File: config.mk
export PLATFORM = sky130hd
export DESIGN_NAME = mem_access_seq
export DESIGN_NICKNAME = d
export VERILOG_FILES = /design/src/rtl/mem_access_seq.sv
export SDC_FILE = /design/constraint.sdc
export NUM_CORES = 1
export LEC_CHECK = 0
export ABC_AREA = 1
export CORE_AREA = 2 2 39 41
export CTS_BUF_LIST = sky130_fd_sc_hd__clkbuf_8
export DETAILED_ROUTE_END_ITERATION = 10
export DIE_AREA = 0 0 41 43
export PLACE_DENSITY = 0.68
export SYNTH_ARGS = -nofsm -noshare
export SYNTH_HDL_FRONTEND = slang
export SYNTH_SLANG_ARGS = --single-unit
export TNS_END_PERCENT = 5
File: constraint.sdc
create_clock -name clk -period 1.45 [get_ports clk]
set_clock_uncertainty 0.05 [all_clocks]
set_input_delay 0.2175 -clock clk [delete_from_list [all_inputs] [get_ports clk]]
set_output_delay 0.2175 -clock clk [all_outputs]
set_load 0.005 [all_outputs]
File: src/rtl/mem_access_seq.sv
// Purpose : sequences CPU memory transactions (read to MDR, write from MDR,
//           fetch to IR) over MAR/MDR/IR load/enable lines and memory strobes.
// Latency : read/fetch req->done 2 cycles, write 3 cycles, +1 per wait state.
// Backpressure: req is taken only in IDLE and dropped while busy (no queue);
//               mem_ready stalls ACCESS until it arrives or the wait budget runs out.
// Ports   : clk, rst_n (async, active low)
//           req, req_kind[1:0] - one-cycle request from the control FSM
//           mem_ready          - memory completion strobe
//           busy, done, err    - status; done/err are registered one-cycle pulses
//           ld_mar, oe_mar, ld_mdr, oe_mdr, ld_ir - datapath register controls
//           mem_rd, mem_wr     - memory strobes
module mem_access_seq #(
   parameter int WAIT_MAX = 7,
   parameter int CNT_W    = (WAIT_MAX > 0) ? $clog2(WAIT_MAX + 1) : 1
) (
   input  logic       clk,
   input  logic       rst_n,
   input  logic       req,
   input  logic [1:0] req_kind,
   input  logic       mem_ready,
   output logic       busy,
   output logic       done,
   output logic       err,
   output logic       ld_mar,
   output logic       oe_mar,
   output logic       ld_mdr,
   output logic       oe_mdr,
   output logic       ld_ir,
   output logic       mem_rd,
   output logic       mem_wr
);

   typedef enum logic [1:0] {
      S_IDLE   = 2'd0,
      S_WDATA  = 2'd1,
      S_ACCESS = 2'd2
   } state_t;

   localparam logic [1:0] K_READ  = 2'b00;
   localparam logic [1:0] K_WRITE = 2'b01;
   localparam logic [1:0] K_FETCH = 2'b10;
   localparam logic [1:0] K_RSVD  = 2'b11;

   localparam logic [CNT_W-1:0] CNT_MAX = CNT_W'(WAIT_MAX);

   state_t           state, state_nxt;
   logic [CNT_W-1:0] cnt, cnt_nxt;
   logic [1:0]       kind, kind_nxt;
   logic             done_nxt, err_nxt;

   always_ff @(posedge clk or negedge rst_n) begin
      if (!rst_n) begin
         state <= S_IDLE;
         cnt   <= '0;
         kind  <= K_READ;
         done  <= 1'b0;
         err   <= 1'b0;
      end else begin
         state <= state_nxt;
         cnt   <= cnt_nxt;
         kind  <= kind_nxt;
         done  <= done_nxt;
         err   <= err_nxt;
      end
   end

   always_comb begin
      state_nxt = state;
      cnt_nxt   = '0;        // counter only survives while ACCESS keeps waiting
      kind_nxt  = kind;
      done_nxt  = 1'b0;
      err_nxt   = 1'b0;
      busy      = 1'b1;
      ld_mar    = 1'b0;
      oe_mar    = 1'b0;
      ld_mdr    = 1'b0;
      oe_mdr    = 1'b0;
      ld_ir     = 1'b0;
      mem_rd    = 1'b0;
      mem_wr    = 1'b0;

      case (state)
         S_IDLE: begin
            busy = 1'b0;
            if (req) begin
               if (req_kind == K_RSVD) begin
                  // reserved kind: no bus activity, just flag it
                  err_nxt = 1'b1;
               end else begin
                  // requester has the address on result_bus this cycle
                  ld_mar    = 1'b1;
                  kind_nxt  = req_kind;
                  state_nxt = (req_kind == K_WRITE) ? S_WDATA : S_ACCESS;
               end
            end
         end

         S_WDATA: begin
            // write data is on result_bus this cycle
            ld_mdr    = 1'b1;
            state_nxt = S_ACCESS;
         end

         S_ACCESS: begin
            oe_mar = 1'b1;
            if (kind == K_WRITE) begin
               mem_wr = 1'b1;
               oe_mdr = 1'b1;
            end else begin
               mem_rd = 1'b1;
            end
            // ready is checked first so it wins over a same-cycle timeout
            if (mem_ready) begin
               ld_mdr    = (kind == K_READ);
               ld_ir     = (kind == K_FETCH);
               state_nxt = S_IDLE;
               done_nxt  = 1'b1;
            end else if (cnt == CNT_MAX) begin
               state_nxt = S_IDLE;
               err_nxt   = 1'b1;
            end else begin
               cnt_nxt = cnt + 1'b1;
            end
         end

         default: begin
            state_nxt = S_IDLE;
         end
      endcase
   end

endmodule

==> metrics.yaml <==
result_of_the_run: "finished with violations"
violations_in_the_final_reports: "negative setup slack"
power.ir.vdd_worst_v: 0.000757
finalMaxSlewViolations: 0
core_region_area_um2: 1380
crit_fanout: 4
synth.top_cell.area_share: 0.444
rr_startpoint: "state[0]"
pre_cts_slack_ps: -396
clockBufferDepth: 2
final.fill_count: 116
gr-total-overflow: 0
timing.max_slew.rel_slack: 0.729
critical_path_required_ps: 1180
finalHoldViolations: 0
cts_num_sinks: 9
design.die.area_um2: 1760
drt-total-wl_um: 1050
post_synth_inst_count: 60
worst_path_largest_cell_delay_ps: 380
hpwlAfterDp_um: 784
finalPower_mw: 1.54
worst-slew-pin-transition_ps: 406
timing_worst_setup_path_type: "reg2out"
min_period_over_period: 1.06
synth.avg_cell_area_um2: 8.45
number_of_global_route_vias_before_repair: 439
cts-hold-fix-buffers: 0
synth_warnings: 0
clock-root-buffer: "sky130_fd_sc_hd__clkbuf_8"
ys_types: 17
die_h_um: 43
layout.nets: 106
cts_tree: "done"
worst-r2r-cell-count: 9
top_level_ports: 16
place.gp.congestion: 0.809
postRouteAntennaNets: 0
post_drt_via_cell_ratio: 4.35
power-per-cell-area_nw_per_um2: 1800
port_buffers: 15
avgRoutedWirePerCell_um: 9.50
setup_violations: 3
synth-seq-area-share: 0.444
area_growth_pct: 68.6
power.leakage_nw: 0.462
seq_cells_post_synth: 9
syn-cell-area_um2: 507
worstHoldPathType: "in2async"
mapped_nets: 71
floorplan.initialDensity: 0.366
drv.max_cap_violation_count: 0
insertion_delay_of_the_later_clocked_pin_in_the_worst_skew_pair_ps: 230
fp.dieW_um: 41
worst-r2r-setup-slack_ps: 80
r2r-end: "state[0]"
post-route-worst-setup-slack_ps: -93.5
synth_top_area_cell: "sky130_fd_sc_hd__dfrtp_1"
path_clk_slew_ps: 40
num_rows: 14
cts-buffers-inserted: 3
synth.area.top_cells: "sky130_fd_sc_hd__dfrtp_1 (44%), sky130_fd_sc_hd__ha_1 (12%), sky130_fd_sc_hd__inv_1 (8.9%)"
grt_setup_unrepaired: "yes"
detailedRoute.firstPassIterationCount: 2
critical-path-slowest-cell: "sky130_fd_sc_hd__dfrtp_1"
critical_path_arrival_ps: 1280
critical_path.startpoint_type: "flop"
worstPathCellList: "inv_2 > ha_4 > nand2_4 > inv_2 > nand3_2 > a21boi_1 > buf_2"
post_synth_most_frequent_cells: "sky130_fd_sc_hd__inv_1 (12), sky130_fd_sc_hd__nand2_1 (12), sky130_fd_sc_hd__dfrtp_1 (9), sky130_fd_sc_hd__ha_1 (5), sky130_fd_sc_hd__nand3_1 (4)"
ys_async_sr_fraction: 1.00
antenna-diode-count: 0
post-route-min-period_ps: 1540
pin_count_of_the_biggest_net_entering_global_routing: 10
number_of_vias_in_the_routed_layout: 478
drc_errors: 0
max_freq_mhz: 648
globalRouteTotalUtil: 0.143
setup_total_negative_slack_ps: -197
cts_max_level: 1
antenna_found_initial: 0
crit_path_end_kind: "output port"
postSynth.topFlopCell: "sky130_fd_sc_hd__dfrtp_1"
synth-edff-count: 0
drt_iter0_markers: 3
timing.critical_path.mode_cell: "sky130_fd_sc_hd__inv_2"
wire_length_of_the_first_global_routing_pass_um: 1590
layout_cell_share_with_drive_strength_beyond_1: 0.426
-- critical path, delay by kind of cell, from the launching register on --
| family | cells | cell delay [ps] |
|---|---|---|
| simple gates | 2 | 110 |
| compound gates | 1 | 130 |
| buf+inv | 3 | 280 |
| fa+ha+maj | 1 | 160 |
| flops | 1 | 380 |
-- state kept, by name (all words and copies together), names as in the netlist --
| name | cells |
|---|---|
| done | 1 |
| err | 1 |
| state | 2 |
| cnt | 3 |
| kind | 2 |
-- metrics by stage --
step / cells / utilization / hold slack [ps] / cell area [um^2]
final: 110 / 0.618 / 238 / 855
after global routing: 110 / 0.618 / 261 / 855
after CTS: 109 / 0.608 / 247 / 841
after detailed placement: 101 / 0.543 / 373 / 752
after global placement: 101 / 0.543 / 375 / 752
after floorplan: 60 / - / -128 / 507
-- area by class of cell --
class,count,area (um^2),area share
clock buffers,3,41.3,0.0483
well taps,16,20.0,0.0234
multi-input cells,37,268,0.313
clock inverters,1,3.75,0.00439
flip-flops and latches,9,225,0.264
inverters,13,48.8,0.0571
repair buffers,31,248,0.290
-- layer usage --
layer | wire length (um) | global-route usage | up-vias
met2 | 525 | 0.231 | 15
li1 | - | - | 253
met3 | 75 | 0.0785 | 2
met4 | 8 | 0.0800 | 0
met5 | 0 | 0 | -
met1 | 436 | 0.133 | 208
-- where the power goes --
part	switching, mW	total, mW	internal [mW]
Clock	0.0907	0.274	0.184
Sequential	0.0498	0.376	0.327
Combinational	0.390	0.887	0.497
Total	0.530	1.54	1.01
-- cell usage in the layout (no fill, tap or decap), types with 3 or more instances in the layout --
| cell type | count |
|---|---|
| sky130_fd_sc_hd__nand2_2 | 3 |
| sky130_fd_sc_hd__clkdlybuf4s50_1 | 7 |
| sky130_fd_sc_hd__nand2_1 | 11 |
| sky130_fd_sc_hd__clkbuf_8 | 3 |
| sky130_fd_sc_hd__buf_4 | 16 |
| sky130_fd_sc_hd__inv_1 | 11 |
| sky130_fd_sc_hd__buf_2 | 5 |
| sky130_fd_sc_hd__nand3_1 | 3 |
| sky130_fd_sc_hd__dfrtp_1 | 9 |
| sky130_fd_sc_hd__inv_2 | 3 |
| sky130_fd_sc_hd__nor2_1 | 3 |
| sky130_fd_sc_hd__ha_1 | 3 |
-- worst max-delay path by stage --
stage          startpoint      to  slack (ps)  cells past startpoint
5_1_grt          state[0]  ld_mdr        -170                      7
6_report         state[0]  ld_mdr         -90                      7
3_5_place_dp    mem_ready  ld_mdr        -400                      6
2_1_floorplan    state[0]  oe_mdr          70                      5
4_1_cts          state[0]  ld_mdr        -110                      7
3_3_place_gp    mem_ready  ld_mdr        -380                      6
-- logic make-up (layout without fill, tap and decap cells) --
kind of cell	count (synthesis)	after routing	synth area share
simple gates	27	27	0.264
buf+inv	14	48	0.111
flops	9	9	0.444
fa+ha+maj	5	5	0.123
compound gates	5	5	0.0568
-- what timing repair did --
item	4_1_cts	5_1_grt
pin swaps	3	1
buffers inserted	4	1
endpoints found under the setup margin	8	8
gates resized for setup	37	4
(Power assumes the default switching activity.)
==> edit, RTL diff (same settings) <==
The output `err` loses its register stage (`err` becomes a continuous assignment). Comments in the files are not updated.
--- a/src/rtl/mem_access_seq.sv
+++ b/src/rtl/mem_access_seq.sv
@@ -54,15 +54,15 @@
          cnt   <= '0;
          kind  <= K_READ;
          done  <= 1'b0;
-         err   <= 1'b0;
       end else begin
          state <= state_nxt;
          cnt   <= cnt_nxt;
          kind  <= kind_nxt;
          done  <= done_nxt;
-         err   <= err_nxt;
       end
    end
+
+   assign err = err_nxt;
 
    always_comb begin
       state_nxt = state;
Formal check against the unedited RTL: not equivalent (a bounded check fails within 4 cycles, from zero or initial values and one cycle with rst_n low).
==> edit against the unedited design <==
- the flow still finishes with violations (setup timing)
- wire length up 8.2%
- sequential cell count down 1
- register-to-register slack worse by 0.04 ns
- cell area down 6.3%
- hold slack worse by 0.018 ns
- setup slack better by 0.0089 ns
- area after synthesis down 4.9%
- global-route usage up 1.5 points
- maximum frequency up 0.58%
- total power down 6.1%
- critical path type unchanged
- largest power group unchanged
==> edit: results (changes against the unedited design) <==
stage,metric,value,unit,change
pwr,peakVddDrop,1078,µV,+42%
synth,syn_nets,70,,-1.4%
pwr,p_leak,0.4245,nW,-8.1%
synth,avgSynthCellArea,8.165,µm²,-3.3%
global_routing,grt_use_total,15.84,%,+1.5 points
placed_design,place_ws,-0.4052,ns,-0.009638 ns
synth,ys_top_cells_by_count,"12 x inv_1, 12 x nand2_1, 8 x dfrtp_1",,
placed_design,dpl.hpwl,816.9,µm,+4.2%
worst_setup_path,endpoint,err,,
routing,wl_met3,98,µm,+31%
synth,netlist_top_cells_area,"dfrtp_1 42%, ha_1 13%, inv_1 9.4%, nand2_1 9.4%, nand3_1 4.2%",,
routing,drt_wl_total,1131,µm,+8.2%
clock_tree,post_cts_buffers,0,,-4
worst_setup_path,r2r_slack,0.04,ns,-0.04 ns
routing,vias,467,,-2.3%
global_routing,use_met3,8.377,%,+0.52 points
placed_design,place.gp.congestion,0.7599,,-6.1%
synth,yosysSeqAreaShare,41.56,%,-2.9 points
worst_setup_path,critPathMaxFanout,3,,-1
worst_setup_path,reg2regPathDepth,7,,-2
routing,wl_met2,566,µm,+7.8%
status,outcome,"finished, violations left",,
timing,setup_slack,-0.08460,ns,+0.008928 ns
routing,top_layer,met3,,
timing,setup-violations-final,3,,unchanged
timing,relSlewSlack,76.07,%,+3.2 points
routing,drt_first_iter_violations,2,,-1
final_layout,final_cells,104,,-5.5%
global_routing,grt_max_degree,9,,-1
global_routing,grt_pass1_wl,1863,µm,+17%
status,failed_checks,setup timing,,
final_layout,drive_above_1_share,48.86,%,+6.3 points
==> edit: logic make-up (layout without fill, tap and decap cells) <==
kind of cell,Yosys count,after routing,share of synthesized area [%]
and+or+nand+nor,27,27,27.79
buffers and inverters,14,43,11.69
DFF,8,8,41.56
AOI/OAI and AO/OA,5,5,5.975
adders and majority gates,5,5,12.99
==> edit: timing repair <==
| item | CTS | global route |
|---|---|---|
| resized for setup | 40 | 8 |
| pin swaps | 3 | 3 |
| hold buffers | 0 | 0 |
| endpoints found under the setup margin | 9 | 10 |
==> edit: layout make-up <==
cell class	count	area, µm²	area share (%)
clock buffer	3	41.29	5.156
timing repair buffer	27	209.0	26.09
sequential	8	200.2	25.00
tap	16	20.02	2.500
multi-input combinational	37	281.5	35.16
inverter	13	48.80	6.094
==> edit: through the flow <==
| step | hold slack (ns) | instance area, µm² | total power, mW |
|---|---|---|---|
| 3_3_place_gp | 0.3761 | 734.5 | 1.096 |
| 6_report | 0.2197 | 800.8 | 1.444 |
| 2_1_floorplan | -0.1281 | 481.7 | 0.6848 |
| 5_1_grt | 0.2387 | 800.8 | 1.573 |
| 4_1_cts | 0.2285 | 787.0 | 1.403 |
| 3_5_place_dp | 0.3860 | 734.5 | 1.106 |
==> edit: worst reg2reg max path, cell delays in order, from the launching register on <==
cell,delay (ns)
dfrtp_1,0.38
ha_1,0.20
ha_1,0.17
inv_1,0.06
buf_4,0.10
nand3_1,0.15
nand3_1,0.14
nand2_1,0.06
==> edit: power by group <==
part	leakage (nW)	switching (mW)	total [mW]	internal, mW
sequential	0.105	0.0555	0.351	0.296
combinational	0.298	0.399	0.833	0.434
clock	0.0216	0.0801	0.259	0.179
total	0.424	0.535	1.44	0.909
